==> src/rtl/piarb_class_sch.sv <==
// Class-based dequeue scheduler: per-class event FIFOs fed by enqueue-to-empty
// and re-arm events, strict-priority or WRR selection, bounded in-flight requests.
module piarb_class_sch #(
   parameter int unsigned QUEUE_ID_NBITS  = 5,
   parameter int unsigned NUM_CLASS       = 4,
   parameter int unsigned EVT_DEPTH_NBITS = 5,
   parameter int unsigned WEIGHT_NBITS    = 4,
   parameter int unsigned INFLIGHT_DEPTH  = 4,
   localparam int unsigned CLASS_NBITS    = (NUM_CLASS > 1) ? $clog2(NUM_CLASS) : 1
) (
   input  logic                              clk,
   input  logic                              rstn,
   input  logic                              enq_ack,
   input  logic                              enq_to_empty,
   input  logic [QUEUE_ID_NBITS-1:0]         enq_ack_qid,
   input  logic [CLASS_NBITS-1:0]            enq_ack_class,
   input  logic                              deq_depth_ack,
   input  logic                              deq_depth_from_emptyp2,
   input  logic                              mode,
   input  logic [NUM_CLASS*WEIGHT_NBITS-1:0] weight,
   input  logic                              deq_ready,
   output logic                              deq_req,
   output logic [QUEUE_ID_NBITS-1:0]         deq_qid,
   output logic [CLASS_NBITS-1:0]            deq_class,
   output logic [NUM_CLASS-1:0]              evt_overflow,
   output logic                              inflight_err
);
   localparam int unsigned EW        = QUEUE_ID_NBITS + CLASS_NBITS;
   localparam int unsigned EVT_DEPTH = 1 << EVT_DEPTH_NBITS;
   localparam int unsigned EC        = EVT_DEPTH_NBITS + 1;
   localparam int unsigned STG_DEPTH = 4;
   localparam int unsigned IF_PW     = (INFLIGHT_DEPTH > 1) ? $clog2(INFLIGHT_DEPTH) : 1;
   localparam int unsigned IF_CW     = $clog2(INFLIGHT_DEPTH + 1);

   logic [EW-1:0]              stg_mem [STG_DEPTH];
   logic [1:0]                 stg_wr, stg_rd;
   logic [2:0]                 stg_cnt;
   logic [EW-1:0]              if_mem [INFLIGHT_DEPTH];
   logic [IF_PW-1:0]           if_wr, if_rd;
   logic [IF_CW-1:0]           if_cnt;
   logic [QUEUE_ID_NBITS-1:0]  evt_mem [NUM_CLASS][EVT_DEPTH];
   logic [EVT_DEPTH_NBITS-1:0] evt_wr [NUM_CLASS];
   logic [EVT_DEPTH_NBITS-1:0] evt_rd [NUM_CLASS];
   logic [EC-1:0]              evt_cnt [NUM_CLASS];
   logic [CLASS_NBITS-1:0]     wrr_ptr;
   logic [WEIGHT_NBITS-1:0]    wrr_credit;

   logic                       enq_evt, if_pop, rearm, stg_pop, stg_push;
   logic                       evt_push, evt_accept, sel_vld, found;
   logic [EW-1:0]              push_ent;
   logic [CLASS_NBITS-1:0]     push_cls, sel_cls, ptr_nxt;
   logic [QUEUE_ID_NBITS-1:0]  push_qid, sel_qid;
   logic [NUM_CLASS-1:0]       nonempty, evt_pop, evt_wr_en, ovf_set;
   logic [WEIGHT_NBITS-1:0]    base, credit_nxt;
   int unsigned                idx;

   function automatic logic [WEIGHT_NBITS-1:0] eff_weight(input logic [CLASS_NBITS-1:0] c);
      logic [WEIGHT_NBITS-1:0] w;
      w = weight[32'(c)*WEIGHT_NBITS +: WEIGHT_NBITS];
      return (w == '0) ? WEIGHT_NBITS'(1) : w;
   endfunction

   function automatic logic [IF_PW-1:0] if_inc(input logic [IF_PW-1:0] p);
      return (p == IF_PW'(INFLIGHT_DEPTH - 1)) ? '0 : p + IF_PW'(1);
   endfunction

   // Event sourcing: a re-arm of the in-flight head beats the staging head
   always_comb begin
      enq_evt  = enq_ack & enq_to_empty;
      if_pop   = deq_depth_ack & (if_cnt != '0);
      rearm    = if_pop & deq_depth_from_emptyp2;
      stg_pop  = ~rearm & (stg_cnt != '0);
      stg_push = enq_evt & ((stg_cnt != 3'(STG_DEPTH)) | stg_pop);
      evt_push = rearm | stg_pop;
      push_ent = rearm ? if_mem[if_rd] : stg_mem[stg_rd];
      push_cls = push_ent[CLASS_NBITS-1:0];
      push_qid = push_ent[EW-1:CLASS_NBITS];
      for (int c = 0; c < int'(NUM_CLASS); c++) nonempty[c] = (evt_cnt[c] != '0);
   end

   // Selection; a slot freed by this cycle's ack is usable immediately
   always_comb begin
      sel_cls    = '0;
      found      = 1'b0;
      base       = WEIGHT_NBITS'(1);
      ptr_nxt    = wrr_ptr;
      credit_nxt = wrr_credit;
      idx        = 0;
      sel_vld    = deq_ready & ((if_cnt < IF_CW'(INFLIGHT_DEPTH)) | if_pop) & (|nonempty);
      if (!mode) begin
         for (int c = int'(NUM_CLASS) - 1; c >= 0; c--)
            if (nonempty[c]) sel_cls = CLASS_NBITS'(c);
      end else begin
         // credit 0 at the pointer means the pointer class is being entered fresh
         if (nonempty[wrr_ptr]) begin
            sel_cls = wrr_ptr;
            base    = (wrr_credit == '0) ? eff_weight(wrr_ptr) : wrr_credit;
         end else begin
            for (int unsigned i = 1; i <= NUM_CLASS; i++) begin
               idx = (32'(wrr_ptr) + i) % NUM_CLASS;
               if (!found && nonempty[idx]) begin
                  found   = 1'b1;
                  sel_cls = CLASS_NBITS'(idx);
               end
            end
            base = eff_weight(sel_cls);
         end
         if (sel_vld) begin
            credit_nxt = base - WEIGHT_NBITS'(1);
            ptr_nxt    = (credit_nxt == '0) ? CLASS_NBITS'((32'(sel_cls) + 1) % NUM_CLASS) : sel_cls;
         end
      end
      sel_qid = evt_mem[sel_cls][evt_rd[sel_cls]];
      for (int c = 0; c < int'(NUM_CLASS); c++) evt_pop[c] = sel_vld & (sel_cls == CLASS_NBITS'(c));
   end

   // Event FIFO push acceptance and overflow flags
   always_comb begin
      evt_accept = evt_push & ((evt_cnt[push_cls] != EC'(EVT_DEPTH)) | evt_pop[push_cls]);
      ovf_set    = '0;
      for (int c = 0; c < int'(NUM_CLASS); c++) evt_wr_en[c] = evt_accept & (push_cls == CLASS_NBITS'(c));
      if (evt_push & ~evt_accept) ovf_set[push_cls] = 1'b1;
      if (enq_evt & ~stg_push) ovf_set[enq_ack_class] = 1'b1;
   end

   always_ff @(posedge clk or negedge rstn) begin
      if (!rstn) begin
         stg_wr       <= '0;
         stg_rd       <= '0;
         stg_cnt      <= '0;
         if_wr        <= '0;
         if_rd        <= '0;
         if_cnt       <= '0;
         for (int c = 0; c < int'(NUM_CLASS); c++) begin
            evt_wr[c]  <= '0;
            evt_rd[c]  <= '0;
            evt_cnt[c] <= '0;
         end
         wrr_ptr      <= '0;
         wrr_credit   <= '0;
         deq_req      <= 1'b0;
         deq_qid      <= '0;
         deq_class    <= '0;
         evt_overflow <= '0;
         inflight_err <= 1'b0;
      end else begin
         if (stg_push) stg_wr <= stg_wr + 2'd1;
         if (stg_pop)  stg_rd <= stg_rd + 2'd1;
         stg_cnt <= stg_cnt + 3'(stg_push) - 3'(stg_pop);
         if (sel_vld) if_wr <= if_inc(if_wr);
         if (if_pop)  if_rd <= if_inc(if_rd);
         if_cnt <= if_cnt + IF_CW'(sel_vld) - IF_CW'(if_pop);
         for (int c = 0; c < int'(NUM_CLASS); c++) begin
            if (evt_wr_en[c]) evt_wr[c] <= evt_wr[c] + EVT_DEPTH_NBITS'(1);
            if (evt_pop[c])   evt_rd[c] <= evt_rd[c] + EVT_DEPTH_NBITS'(1);
            evt_cnt[c] <= evt_cnt[c] + EC'(evt_wr_en[c]) - EC'(evt_pop[c]);
         end
         wrr_ptr      <= ptr_nxt;
         wrr_credit   <= credit_nxt;
         evt_overflow <= evt_overflow | ovf_set;
         if (deq_depth_ack && (if_cnt == '0)) inflight_err <= 1'b1;
         deq_req <= sel_vld;
         if (sel_vld) begin
            deq_qid   <= sel_qid;
            deq_class <= sel_cls;
         end
      end
   end

   // Storage arrays carry no reset; occupancy is tracked by the counters above
   always_ff @(posedge clk) begin
      if (stg_push) stg_mem[stg_wr] <= {enq_ack_qid, enq_ack_class};
      if (sel_vld)  if_mem[if_wr]   <= {sel_qid, sel_cls};
      for (int c = 0; c < int'(NUM_CLASS); c++)
         if (evt_wr_en[c]) evt_mem[c][evt_wr[c]] <= push_qid;
   end
endmodule

==> config.mk <==
export PLATFORM = sky130hd
export DESIGN_NAME = piarb_class_sch
export DESIGN_NICKNAME = d
export VERILOG_FILES = /design/src/rtl/piarb_class_sch.sv
export SDC_FILE = /design/constraint.sdc
export NUM_CORES = 1
export LEC_CHECK = 0
export CORE_MARGIN = 2
export CORE_UTILIZATION = 24
export CTS_CLUSTER_DIAMETER = 200
export CTS_CLUSTER_SIZE = 12
export DETAILED_ROUTE_END_ITERATION = 10
export PLACE_DENSITY_LB_ADDON = 0.3
export SYNTH_ARGS = -nofsm -noshare
export SYNTH_HDL_FRONTEND = slang
export SYNTH_SLANG_ARGS = --single-unit
==> constraint.sdc <==
create_clock -name clk -period 11 [get_ports clk]
set_input_delay 2.2 -clock clk [delete_from_list [all_inputs] [get_ports clk]]
set_output_delay 2.2 -clock clk [all_outputs]
set_load 0.02 [all_outputs]
==> results.md <==
- Power per Cell Area: 299.7 nW/um2
- Number of synthesized flops with an enable pin: 696
- Top_reg_cell synth: edfxtp_1
- Share of layout cells above drive strength 1: 9.166%
- Via count: 21,290
- CP max FO: 114
- Clk slew on worst S/H paths: 0.06 ns
- Post-CTS Setup Repair Bufs: 0
- Post-synthesis sequential area ratio: 66.36%
- Final setup fails: 0
- Total gr overflow: 0
- Final Non-Filler Cells: 4,459
- Synth Instances: 2,501
- Worst setup EP type: flip-flop
- MaxCap Viol Count: 0
- CTS tree: yes
- Pin count of the biggest net entering global routing: 122
- Io pins: 44
- GRT Util Overall: 13.50%
- H-Tree Depth: 3
- Crit-path slowest cell: clkdlybuf4s50_1
- Drt first pass iters: 5
- CP max stage delay: 0.81 ns
- I/O Buffers: 43
- Outcome: complete, no violations
- Syn_area_per_cell: 14.06 um2
- Detail Route Antenna Nets: 0
- Worst-margin pin slew: 1.099 ns
- Synth area leader: edfxtp_1
- Cts hold-fix bufs: 0
- CP startpoint kind: primary input
- Fin crit share: 63.49%
- Drt wl/cell: 23.19 um
- Area contributors post-synth: edfxtp_1 (59%), dfrtp_1 (6.9%), mux2i_1 (5.1%), nand2_1 (2.5%), a211oi_1 (2.4%)
- Root Buffer: clkbuf_16
- WP data required: 11.56 ns
- Clk sinks: 793
- Dpl cells: 4,333
- Initial antenna violation count: 2
- Setup WS post-layout: 4.016 ns
- Worst Path Buf+Inv: 5
- First-pass GRT wire length: 150,400 um
- PostCTS Resize Cnt: 0
- Delay-heaviest family, CP: buffers and inverters
- Critical Path AT: 7.55 ns
- Synth-to-layout area growth: 13.01%
- Starting Density: 24.15%
- Bufs on Longest Clock Path: 3
- Nets: 2,598
- Unrepaired setup endpoints after global routing: no
- Crit-path cells: clkdlybuf4s50_1, o221ai_1, o21ba_2, nor2_4, buf_12, inv_4, buf_4, buf_4, a211oi_1, a211oi_1, o21a_1, a211oi_1, nor4_2, mux2_2
- Routability cong.: 0.8332
- Vias in the first global route: 21,050
- Final HPWL DP: 64,410 um
- Vias per cell: 4.774
- TritonCTS Buffers: 76
- ANT cells: 0
- Setup TNS: 0 ns
- Syn Nets: 2,605
- Cell mode on critical path: a211oi_1
- Final hold violation count: 0
- Synth top cells by count: edfxtp_1 (696), nand2_1 (234), mux2i_1 (179), nor2_1 (179), a211oi_1 (113)
- Die Ht: 386.7 um
- Fmax: 143.2 MHz
- DRC viols: 0
- Final core utilization: 27.29%
- Worst hold path type: flip-flop to flip-flop
- Hold WS: 0.4717 ns
- Post-synth ARST share: 12.23%
- Die width: 386.7 um
- Slew Viols, Final: 0
- Leak: 0.01323 uW
- DIE AREA: 149,600 um2
- Slew HR: 26.55%
- Syn. warnings: 0
- Crit path time final: 6.984 ns
- Top cell type's share of synthesized area: 59.45%
- Yosys reg bits: 793
- Clk_lat worst skew: 0.66 ns
- Row cnt: 140
- Top-count cell post-synth: edfxtp_1
- WL final: 103,400 um
- Clk_skew: 0.04687 ns
- Maximum VDD drop: 170.9 uV
- Place WS: 3.439 ns
- Core area: 145,600 um2
- Distinct cells, synth: 97
- Initial DRC Count: 2,044
- Synthesized cell area: 35,150 um2
- Layout fillers: 14,710
- Worst Setup Path Type: primary input to flip-flop
[metrics by stage]
| step | cell area, um2 | total power (uW) |
|---|---|---|
| detailed placement | 37500 | 9498 |
| global route | 39730 | 12460 |
| finish | 39730 | 11910 |
| global placement | 37500 | 9455 |
| floorplan | 35160 | 7595 |
| CTS | 39730 | 11980 |
[state kept, by name, indices dropped and copies added, names as in the netlist]
name and count:
if_mem 28, deq_req 1, stg_cnt 3, evt_overflow 4
evt_rd 20, if_wr 2, if_rd 2, if_cnt 3
wrr_credit 4, evt_mem 640, stg_wr 2, deq_qid 5
deq_class 2, evt_cnt 24, stg_rd 2, stg_mem 28
evt_wr 20, inflight_err 1, wrr_ptr 2
[cell type report]
cell class              instances  area (um2)  area share, %
clock buffers                 120        2110          5.310
multi-input cells            1481       10810          27.21
repair buffers                 73       690.7          1.739
well taps                    1917        2399          6.038
clock inverters                 6       113.9         0.2866
inverters                      69       266.5         0.6708
flip-flops and latches        793       23340          58.75
[where the power goes]
part | internal (uW) | leakage [uW] | total, uW | switching (uW)
clock network | 1330 | 0.00106 | 2480 | 1150
logic | 1490 | 0.00474 | 4790 | 3290
registers | 4200 | 0.00743 | 4640 | 442
[cells by family after synthesis]
group           after synthesis  share of synthesized area, %
mux                         240                         7.670
simple gates                683                         9.535
flops                       793                         66.36
buf+inv                     227                         3.018
xor+xnor                     52                         1.295
compound gates              433                         9.400
fa+ha+maj                    73                         2.726
[layout by cell type, fill, tap and decap left out, types with 45 or more instances in the layout]
master	n
ha_1	67
mux2i_1	178
inv_1	66
and3_1	60
clkbuf_16	78
nand2_1	234
o21ai_0	45
nor2_1	179
edfxtp_1	696
a211oi_1	113
dfrtp_1	93
[worst paths after layout]
check	start	to	slack, ns	depth (start not counted)
setup / recovery	mode	deq_qid[1]	4.02	14
hold / removal	inflight_err	inflight_err	0.47	1
setup reg to reg	evt_cnt[20]	deq_qid[0]	5.13	14
hold reg to reg	inflight_err	inflight_err	0.47	1
max in group asynchronous	rstn	evt_rd[5]	8.15	2
min in group asynchronous	rstn	wrr_credit[2]	1.63	1
[per-layer routing]
| metal | GRT usage (%) | vias up | wire, um |
|---|---|---|---|
| li1 | - | 9525 | - |
| met1 | 18.83 | 10930 | 46610 |
| met2 | 21.58 | 681 | 48090 |
| met3 | 1.983 | 151 | 5813 |
| met4 | 4.193 | 0 | 2890 |
| met5 | 0 | - | 0 |
No activity file was read; power rests on OpenSTA's default activity.
